===== config.mk =====
export PLATFORM = sky130hd
export DESIGN_NAME = oled_refresh
export DESIGN_NICKNAME = d
export VERILOG_FILES = /design/src/rtl/oled_refresh.sv
export SDC_FILE = /design/constraint.sdc
export NUM_CORES = 1
export LEC_CHECK = 0
export ABC_AREA = 1
export CAP_MARGIN = 10
export CORE_ASPECT_RATIO = 1.2
export CORE_MARGIN = 4
export CORE_UTILIZATION = 55
export DETAILED_ROUTE_END_ITERATION = 16
export PLACE_DENSITY_LB_ADDON = 0.15
export SYNTH_ARGS = -nofsm -noshare
export SYNTH_HDL_FRONTEND = slang
export SYNTH_SLANG_ARGS = --single-unit

===== constraint.sdc =====
create_clock -name clk -period 2 [get_ports clk]
set_input_delay 0.2 -clock clk [delete_from_list [all_inputs] [get_ports clk]]
set_output_delay 0.2 -clock clk [all_outputs]
set_load 0.02 [all_outputs]

===== src/rtl/oled_refresh.sv =====
// Streams the 1024x8 display RAM to an SSD1306-class OLED over 4-wire SPI (mode 0).
// Each page is sent as three command bytes followed by 128 column bytes. Frames repeat while en_ram_rd stays high.
module oled_refresh #(
  parameter int CLK_DIV    = 2,
  parameter int COL_OFFSET = 0
) (
  input  logic       clk,
  input  logic       rst_n,
  input  logic       en_ram_rd,
  output logic [9:0] rdaddress,
  input  logic [7:0] q,
  output logic       oled_cs_n,
  output logic       oled_dc,
  output logic       oled_sclk,
  output logic       oled_mosi,
  output logic       busy,
  output logic       frame_done
);

  localparam logic [2:0] S_IDLE  = 3'd0;
  localparam logic [2:0] S_CMD   = 3'd1;
  localparam logic [2:0] S_FETCH = 3'd2;
  localparam logic [2:0] S_SHIFT = 3'd3;
  localparam logic [2:0] S_GAP   = 3'd4;
  localparam logic [2:0] S_DONE  = 3'd5;

  localparam logic [7:0] DIV_LAST = 8'(CLK_DIV - 1);
  localparam logic [7:0] COL_LO   = 8'(COL_OFFSET % 16);
  localparam logic [7:0] COL_HI   = 8'h10 | 8'((COL_OFFSET / 16) % 16);

  logic [2:0] state_reg;
  logic [2:0] bit_cnt_reg;
  logic [7:0] div_cnt_reg;
  logic [6:0] col_reg;
  logic [2:0] page_reg;
  logic [1:0] cmd_idx_reg;
  logic       fetch_wait_reg;
  logic [6:0] shift_reg;
  logic [7:0] cmd_byte;

  always_comb begin
    cmd_byte = 8'hB0 | {5'd0, page_reg};
    if (cmd_idx_reg == 2'd1) begin
      cmd_byte = COL_LO;
    end else if (cmd_idx_reg == 2'd2) begin
      cmd_byte = COL_HI;
    end
  end

  // oled_dc is switched at the end of GAP, so it always settles while chip select is high.
  always_ff @(posedge clk or negedge rst_n) begin
    if (!rst_n) begin
      state_reg      <= S_IDLE;
      bit_cnt_reg    <= 3'd0;
      div_cnt_reg    <= 8'd0;
      col_reg        <= 7'd0;
      page_reg       <= 3'd0;
      cmd_idx_reg    <= 2'd0;
      fetch_wait_reg <= 1'b0;
      shift_reg      <= 7'd0;
      rdaddress      <= 10'd0;
      oled_cs_n      <= 1'b1;
      oled_dc        <= 1'b0;
      oled_sclk      <= 1'b0;
      oled_mosi      <= 1'b0;
      busy           <= 1'b0;
      frame_done     <= 1'b0;
    end else begin
      frame_done <= 1'b0;
      case (state_reg)
        S_IDLE: begin
          if (en_ram_rd) begin
            state_reg   <= S_CMD;
            busy        <= 1'b1;
            page_reg    <= 3'd0;
            col_reg     <= 7'd0;
            cmd_idx_reg <= 2'd0;
            oled_dc     <= 1'b0;
          end
        end
        S_CMD: begin
          shift_reg   <= cmd_byte[6:0];
          oled_mosi   <= cmd_byte[7];
          oled_cs_n   <= 1'b0;
          bit_cnt_reg <= 3'd0;
          div_cnt_reg <= 8'd0;
          state_reg   <= S_SHIFT;
        end
        S_FETCH: begin
          // rdaddress was set on entry; q is valid in the second FETCH cycle.
          if (!fetch_wait_reg) begin
            fetch_wait_reg <= 1'b1;
          end else begin
            fetch_wait_reg <= 1'b0;
            shift_reg      <= q[6:0];
            oled_mosi      <= q[7];
            oled_cs_n      <= 1'b0;
            bit_cnt_reg    <= 3'd0;
            div_cnt_reg    <= 8'd0;
            state_reg      <= S_SHIFT;
          end
        end
        S_SHIFT: begin
          if (div_cnt_reg == DIV_LAST) begin
            div_cnt_reg <= 8'd0;
            if (!oled_sclk) begin
              oled_sclk <= 1'b1;
            end else begin
              oled_sclk <= 1'b0;
              if (bit_cnt_reg == 3'd7) begin
                oled_cs_n <= 1'b1;
                state_reg <= S_GAP;
              end else begin
                bit_cnt_reg <= bit_cnt_reg + 3'd1;
                oled_mosi   <= shift_reg[6];
                shift_reg   <= {shift_reg[5:0], 1'b0};
              end
            end
          end else begin
            div_cnt_reg <= div_cnt_reg + 8'd1;
          end
        end
        S_GAP: begin
          if (div_cnt_reg == DIV_LAST) begin
            div_cnt_reg <= 8'd0;
            if (!oled_dc) begin
              if (cmd_idx_reg != 2'd2) begin
                cmd_idx_reg <= cmd_idx_reg + 2'd1;
                state_reg   <= S_CMD;
              end else begin
                cmd_idx_reg <= 2'd0;
                oled_dc     <= 1'b1;
                rdaddress   <= {~page_reg, col_reg};
                state_reg   <= S_FETCH;
              end
            end else if (col_reg != 7'd127) begin
              col_reg   <= col_reg + 7'd1;
              rdaddress <= {~page_reg, col_reg + 7'd1};
              state_reg <= S_FETCH;
            end else if (page_reg != 3'd7) begin
              col_reg   <= 7'd0;
              page_reg  <= page_reg + 3'd1;
              oled_dc   <= 1'b0;
              state_reg <= S_CMD;
            end else begin
              col_reg    <= 7'd0;
              page_reg   <= 3'd0;
              oled_dc    <= 1'b0;
              busy       <= 1'b0;
              frame_done <= 1'b1;
              state_reg  <= S_DONE;
            end
          end else begin
            div_cnt_reg <= div_cnt_reg + 8'd1;
          end
        end
        S_DONE: begin
          state_reg <= S_IDLE;
        end
        default: begin
          state_reg <= S_IDLE;
        end
      endcase
    end
  end

endmodule


# Word-level counts from Yosys, hierarchy flattened
# Index checks and enable logic that the tools add are counted.
# word_totals
reg_bits	50
inputBits	11
out_inout_bits	16
word_cells	135
# classes
add_sub_neg	5
eq_ne	24
muxes	74
bitwise	1
reduce_logical	16
# op_table
op	count
$mux 7	8
$mux 3	18
$mux 8	4
$mux 10	3
$ne 2x2->1 const B	13
$mux 1	25
$pmux 8 s3	1
$pmux 7 s3	1
$pmux 3 s5	1
$reduce_and 5->1	3
$pmux 7 s2	1
$reduce_and 4->1	3
$reduce_and 6->1	2
$mux 2	5
$pmux 3 s3	1
$add 8x1->8 const B	1
$eq 8x1->1 const B	1
$add 7x1->7 const B	1
$ne 7x7->1 const B	1
$add 3x1->3 const B	2
$eq 3x2->1 const B	2
$eq 3x3->1 const B	2
$pmux 1 s3	2
$pmux 3 s2	1
other kinds (15)	18

# Logic depth before layout (Yosys ltp)
# Gate-level depths: netlist of the first run.
# depth
ltp_word	6
ltp_mapped	10
depth_no_buf	10

# Least setup slack after synthesis of the first run
# No wires, ideal clock.
# synth_timing
kind	register -> register
start	reg col_reg[0]
end	reg rdaddress[6]
setup_ps	117
t_arrival_ps	1382
required_ps	1883
setup_slack_ps	501
path_stages_with_launch	11
n_path_buf	1
synth_period_minus_slack_ps	1499
cell_sequence	dfrtp_1 -> ha_1 -> nand2_2 -> nor2_2 -> nand2_2 -> nand2_2 -> nand2_1 -> nand3_2 -> buf_4 -> nand2_1 -> nand2_1
# synth_between
elab_chain_len	3
elab_cells_between_ends	6
cone_classes	add/sub (1); eq/ne (2); mux (2); reduce/logical (1)
# synth_lines
item	line_no	rtl
from (decl)	34	logic [6:0] col_reg;
from (signal assigned)	137	col_reg <= col_reg + 7'd1;
$add 7x1->7 or $ne 7x7->1 (tied branches)	138, 136	
$mux 10 or $ne 2x1->1 (tied branches)	n/a	
$mux 10 or $reduce_and 4->1 (tied branches)	n/a	
to (signal assigned)	133	rdaddress <= {~page_reg, col_reg};
to (signal assigned)	138	rdaddress <= {~page_reg, col_reg + 7'd1};
to (decl)	10	output logic [9:0] rdaddress,
# Several ways; a longest one is shown, not always the timed one. The select of a mux whose other input is x is not followed.
# A chain may end at the register's enable or synchronous reset.

# Final worst setup path of the first run
# layout_timing
start	reg oled_dc
end	out oled_dc
# layout_lines
item	line_no	rtl
from (decl)	13	output logic oled_dc,
from (signal assigned)	63	oled_dc <= 1'b0;
from (signal assigned)	78	oled_dc <= 1'b0;
from (signal assigned)	132	oled_dc <= 1'b1;
# No word-level cell between the ends.

==> impl_metrics.py, run 1 <==
metrics = {
    "hold_path": {
        "hold_class": "in2async",
    },
    "final_layout": {
        "final_nets": 434,
        "fill_cells": 458,
        "syn2layout_area_growth_pct": 15.89,
        "seqCellArea_mm2": 0.001252,
        "antenna_cells": 0,
        "postLayoutCellArea_mm2": 0.003286,
        "multiInputGateArea_mm2": 0.001403,
        "drive_gt1_share_pct": 10.14,
        "largest_reg_flops": 10,
    },
    "sta": {
        "fin_crit_sh_pct": 92.79,
        "tightest_slew_ns": 0.4961,
        "skew_ns": 0.006101,
        "max_freq_ghz": 0.5389,
        "slew_headroom_pct": 66.92,
        "hold_viol": 0,
        "maxSlewViolCount": 0,
        "fin_tns_setup_ns": 0,
        "finalSetupViolCount": 0,
        "rsz0062_at_grt": "no",
        "finalCriticalPeriod_ns": 1.856,
    },
    "power": {
        "switchingPower_mw": 1.511,
        "sw_frac_of_total_pct": 42.45,
        "power.density_mw_per_mm2": 1083,
        "p_comb_share_pct": 44.9,
        "p_int_mw": 2.048,
        "total_leakage_power_nw": 1.639,
        "clockPowerShare_pct": 17.1,
        "power_frac_seq_pct": 38.0,
        "peakVddDrop_mv": 0.9693,
    },
    "floorplanning": {
        "initial_core_util_pct": 56.99,
        "core-area_mm2": 0.004975,
        "fp.dieW_um": 73.54,
        "die_h_um": 86.65,
        "die_area_mm2": 0.006372,
        "ios": 27,
        "rows": 28,
    },
    "grt": {
        "grt_pass1_vias": 2483,
        "grt_max_degree": 28,
        "grt_usage_pct": 21.32,
        "antenna_found_initial": 0,
        "overflow": 0,
        "grt_pass1_wl_mm": 10.82,
    },
    "setup_path": {
        "crit_slowest_cell": "clkdlybuf4s50_1",
        "cp_top_family": "buffers and inverters",
        "worstPathRequired_ns": 1.80,
        "critPathCaptureType": "output pin",
        "crit_arrival_ns": 1.66,
        "critical_path.cell_chain": "clkdlybuf4s50_1",
        "crit_path_max_fanout": 15,
        "crit_buf_inv": 1,
        "startpoint_type": "flip-flop",
        "critPathKind": "reg2out",
        "slowest_delay_ns": 0.70,
    },
    "routing": {
        "drtAntennaViolNets": 0,
        "vias": 2579,
        "via_per_inst": 5.441,
        "wl_per_cell_um": 12.89,
        "drc_errors": 0,
        "drt_iter0_drc": 187,
        "drt_first_pass_iters": 5,
        "routed_wl_mm": 6.110,
    },
    "clocking": {
        "htree_levels": 2,
        "clock_sinks": 50,
        "cts_setup_buffers": 0,
        "clkLatencyLatePin_ns": 0.30,
        "clockBufferDepth": 2,
        "path_clk_slew_ns": 0.08,
        "cts_tree": "yes",
        "cts-root-buf": "clkbuf_8",
        "numCtsBuffers": 5,
    },
    "synth": {
        "synth_cell_types": 29,
        "seq_area_frac_synth_pct": 44.17,
        "ys_seq_elements": 50,
        "yosysWarningCount": 0,
        "syn_area_per_cell_um2": 7.501,
        "synth_area_mm2": 0.002835,
        "syn-num-nets": 399,
        "syn_inst": 378,
    },
    "place": {
        "io_buffers": 26,
        "gp_congestion": 0.9357,
        "dpl_cell_area_mm2": 0.003184,
        "post-dp-hpwl_mm": 4.698,
    },
    "run": {
        "drv_cap": 0,
    },
    "run_status": {
        "outcome": "completed",
    },
}
[metal layers]
layer	up-vias	share of wire (%)	global-route usage, %
met1	1189	44	26.58
met5	-	0	0
met2	80	49	35.65
met3	13	5.0	3.944
met4	0	2.0	9.226
li1	1297	-	-
[repair_timing]
| action | 4_1_cts | 5_1_grt |
|---|---|---|
| resized for setup | 0 | 0 |
| endpoints found under the hold margin | 49 | 0 |
| hold buffers | 1 | 0 |
[synth_stat cells]
library cell,number,share of area [%]
nand3b_1,1,0.26
o21bai_1,2,0.53
inv_1,29,3.8
dfstp_2,1,0.93
o21ai_0,26,4.6
nand3_1,31,5.5
o21ai_1,4,0.71
inv_2,6,0.79
clkbuf_1,2,0.26
a21oi_2,3,0.93
xnor2_1,2,0.62
nor2_2,4,0.88
nand2_2,5,1.1
a21oi_1,4,0.71
xor2_1,4,1.2
o22ai_1,2,0.44
buf_6,1,0.40
nor2_4,2,0.79
or2_2,3,0.66
buf_4,2,0.53
dfrtp_1,49,43
nor3_1,1,0.18
buf_2,3,0.53
nand2_1,140,19
and2_1,1,0.22
ha_1,10,4.4
nand3_2,1,0.35
nor2_1,20,2.6
nand4_1,19,4.2
[power by group through the flow]
stage	clock, mW	combinational, mW	sequential (mW)
3_3_place_gp	0	1.56	1.36
4_1_cts	0.620	1.60	1.35
2_1_floorplan	0	1.14	1.37
6_report	0.609	1.60	1.35
5_1_grt	0.667	1.83	1.38
3_5_place_dp	0	1.60	1.37
[cell families (layout without fill, tap and decap cells)]
| family | after synthesis | after routing | share of synthesized area, % |
|---|---|---|---|
| AOI/OAI and AO/OA | 41 | 41 | 7.899 |
| xor gates and xnor gates | 6 | 6 | 1.853 |
| adders and majority gates | 10 | 10 | 4.413 |
| buffers and inverters | 43 | 79 | 6.354 |
| DFF | 50 | 50 | 44.18 |
| and+or+nand+nor | 228 | 228 | 35.30 |
[cell type report]
cell class,count,share of cell area [%]
Multi-Input combinational cell,285,42.69
Clock inverter,1,0.1523
Sequential cell,50,38.12
Timing Repair Buffer,36,10.13
Tap cell,60,2.285
Inverter,35,3.998
Clock buffer,7,2.628
[final timing paths]
check / from / endpoint / slack, ns / depth (start not counted)
setup reg to reg: div_cnt_reg[1] / col_reg[0] / 0.23 / 9
max in group asynchronous: rst_n / oled_cs_n / 1.20 / 3
setup / recovery: oled_dc / oled_dc / 0.14 / 1
hold reg to reg: oled_cs_n / oled_cs_n / 0.47 / 2
min in group clk: oled_cs_n / oled_cs_n / 0.47 / 2
hold / removal: rst_n / rdaddress[5] / 0.22 / 2
[per-stage QoR]
stage / util, % / hold WS [ns] / total power, mW / setup WS (ns) / instances
2_1_floorplan: - / -0.09559 / 2.512 / 0.5010 / 378
3_3_place_gp: 64.01 / 0.01721 / 2.925 / 0.2979 / 465
3_5_place_dp: 64.01 / 0.01412 / 2.962 / 0.2694 / 465
4_1_cts: 66.05 / 0.2172 / 3.574 / 0.1339 / 474
5_1_grt: 66.05 / 0.2252 / 3.874 / 0.03543 / 474
6_report: 66.05 / 0.2243 / 3.558 / 0.1442 / 474
[cell usage in the layout, fill, tap and decap left out, types with 2 or more instances in the layout]
master             n
nor2_1            20
o22ai_1            2
nor2_2             4
xnor2_1            2
ha_1              10
nand4_1           19
nand2_1          140
a21oi_1            4
o21ai_0           26
nor2_4             2
o21bai_1           2
clkdlybuf4s50_1   25
nand3_1           31
inv_2              6
clkbuf_8           6
buf_4              9
or2_2              3
o21ai_1            4
xor2_1             4
dfrtp_1           49
a21oi_2            3
inv_1             29
nand2_2            5
No activity file was read; power rests on OpenSTA's default activity.
==> run 2: changes to the inputs <==
--- a/config.mk
+++ b/config.mk
@@ -9,7 +9,7 @@
 export CAP_MARGIN = 10
 export CORE_ASPECT_RATIO = 1.2
 export CORE_MARGIN = 4
-export CORE_UTILIZATION = 55
+export CORE_UTILIZATION = 57
 export DETAILED_ROUTE_END_ITERATION = 16
 export PLACE_DENSITY_LB_ADDON = 0.15
 export SYNTH_ARGS = -nofsm -noshare
==> impl_metrics.py, run 2 (synthesis gave the netlist of run 1 again) <==
metrics = {
    "setup_path": {
        "crit_arrival_ns": 1.72,
        "slowest_delay_ns": 0.71,
        "crit_buf_inv": 1,
        "critical_path.cell_chain": "clkdlybuf4s50_1",
        "critPathCaptureType": "output pin",
        "cp_top_family": "buffers and inverters",
        "critPathKind": "reg2out",
        "startpoint_type": "flip-flop",
        "crit_slowest_cell": "clkdlybuf4s50_1",
        "worstPathRequired_ns": 1.80,
        "crit_path_max_fanout": 15,
    },
    "routing": {
        "routed_wl_mm": 6.495,
        "drc_errors": 0,
        "via_per_inst": 5.425,
        "drt_iter0_drc": 116,
        "drt_first_pass_iters": 4,
        "vias": 2539,
        "drtAntennaViolNets": 0,
        "wl_per_cell_um": 13.88,
    },
    "floorplanning": {
        "die_h_um": 85.26,
        "rows": 27,
        "core-area_mm2": 0.004696,
        "fp.dieW_um": 72.38,
        "ios": 27,
        "die_area_mm2": 0.006171,
        "initial_core_util_pct": 60.38,
    },
    "clocking": {
        "clock_sinks": 50,
        "clockBufferDepth": 2,
        "path_clk_slew_ns": 0.10,
        "cts_tree": "yes",
        "numCtsBuffers": 5,
        "cts-root-buf": "clkbuf_8",
        "htree_levels": 2,
        "clkLatencyLatePin_ns": 0.32,
    },
    "sta": {
        "setup_ws_ns": 0.08297,
        "tightest_slew_ns": 0.5191,
        "slew_headroom_pct": 65.39,
        "rsz0062_at_grt": "no",
        "finalCriticalPeriod_ns": 1.917,
        "fin_tns_setup_ns": 0,
        "max_freq_ghz": 0.5216,
        "maxSlewViolCount": 0,
        "fin_crit_sh_pct": 95.85,
        "hold_viol": 0,
        "skew_ns": 0.01628,
        "holdWs_ns": 0.3833,
        "finalSetupViolCount": 0,
    },
    "power": {
        "total_leakage_power_nw": 1.646,
        "peakVddDrop_mv": 0.7774,
        "power.density_mw_per_mm2": 1156,
        "total_power_mw": 3.846,
    },
    "place": {
        "io_buffers": 26,
        "dp.cells": 459,
        "post-dp-hpwl_mm": 4.648,
        "dpl_cell_area_mm2": 0.003164,
        "gp_congestion": 0.9313,
        "post-place-ws_ns": 0.1924,
    },
    "grt": {
        "overflow": 0,
        "grt_pass1_wl_mm": 11.13,
        "antenna_found_initial": 0,
        "grt_max_degree": 51,
        "grt_pass1_vias": 2402,
        "grt_usage_pct": 22.50,
    },
    "final_layout": {
        "layout_commonest_cell": "nand2_1",
        "postLayoutCellArea_mm2": 0.003327,
        "final_cell_mix": "nand2_1 (139), dfrtp_1 (49), nand3_1 (31)",
        "drive_gt1_share_pct": 9.756,
        "largest_reg_flops": 10,
        "final_nets": 430,
        "fill_cells": 382,
        "syn2layout_area_growth_pct": 17.34,
        "final_util_pct": 70.85,
        "fin_cells": 468,
        "antenna_cells": 0,
    },
    "hold_path": {
        "hold_class": "in2async",
    },
    "run_status": {
        "outcome": "completed",
    },
    "run": {
        "drv_cap": 0,
    },
}
## run 2: power by group
group | internal [mW] | switching [mW] | total [mW]
clock | 0.501 | 0.362 | 0.864
combinational | 0.544 | 1.08 | 1.62
sequential | 1.21 | 0.152 | 1.36
## run 2: layout make-up
type	instances	area (um^2)	share of cell area, %
Timing Repair Buffer	32	315.3	9.477
Clock inverter	3	68.82	2.068
Sequential cell	50	1252	37.65
Tap cell	58	72.57	2.181
Clock buffer	5	68.82	2.068
Multi-Input combinational cell	285	1418	42.61
Inverter	35	131.4	3.949
## run 2: layer usage
layer	track usage, %	vias to the layer above	wire, um
met5	0	-	0
met4	6.208	0	89
met3	4.147	8	296
met2	36.70	58	3177
met1	30.57	1184	2932
li1	-	1289	-
## run 2: path summary, 6_finish.rpt
kind,depth (start not counted),from,to,slack (ns)
max,1,oled_dc,oled_dc,0.08
min,3,rst_n,div_cnt_reg[5],0.38
max reg2reg,10,div_cnt_reg[1],state_reg[2],0.19
min reg2reg,2,oled_cs_n,oled_cs_n,0.47
max in group asynchronous,3,rst_n,oled_cs_n,1.33
min in group clk,2,oled_cs_n,oled_cs_n,0.47
## run 2: timing repair
action	CTS	global route
setup endpoints to repair	0	6
hold buffers	1	0
buffers inserted	0	0
hold endpoints to repair	49	0
resized for setup	0	3
==> run 3: changes to the inputs <==
--- a/config.mk
+++ b/config.mk
@@ -11,6 +11,7 @@
 export CORE_MARGIN = 4
 export CORE_UTILIZATION = 57
 export DETAILED_ROUTE_END_ITERATION = 16
+export GPL_ROUTABILITY_DRIVEN = 0
 export PLACE_DENSITY_LB_ADDON = 0.15
 export SYNTH_ARGS = -nofsm -noshare
 export SYNTH_HDL_FRONTEND = slang
==> results of run 3 <==
The final DEF is identical to that of run 2; final timing and power are the same.
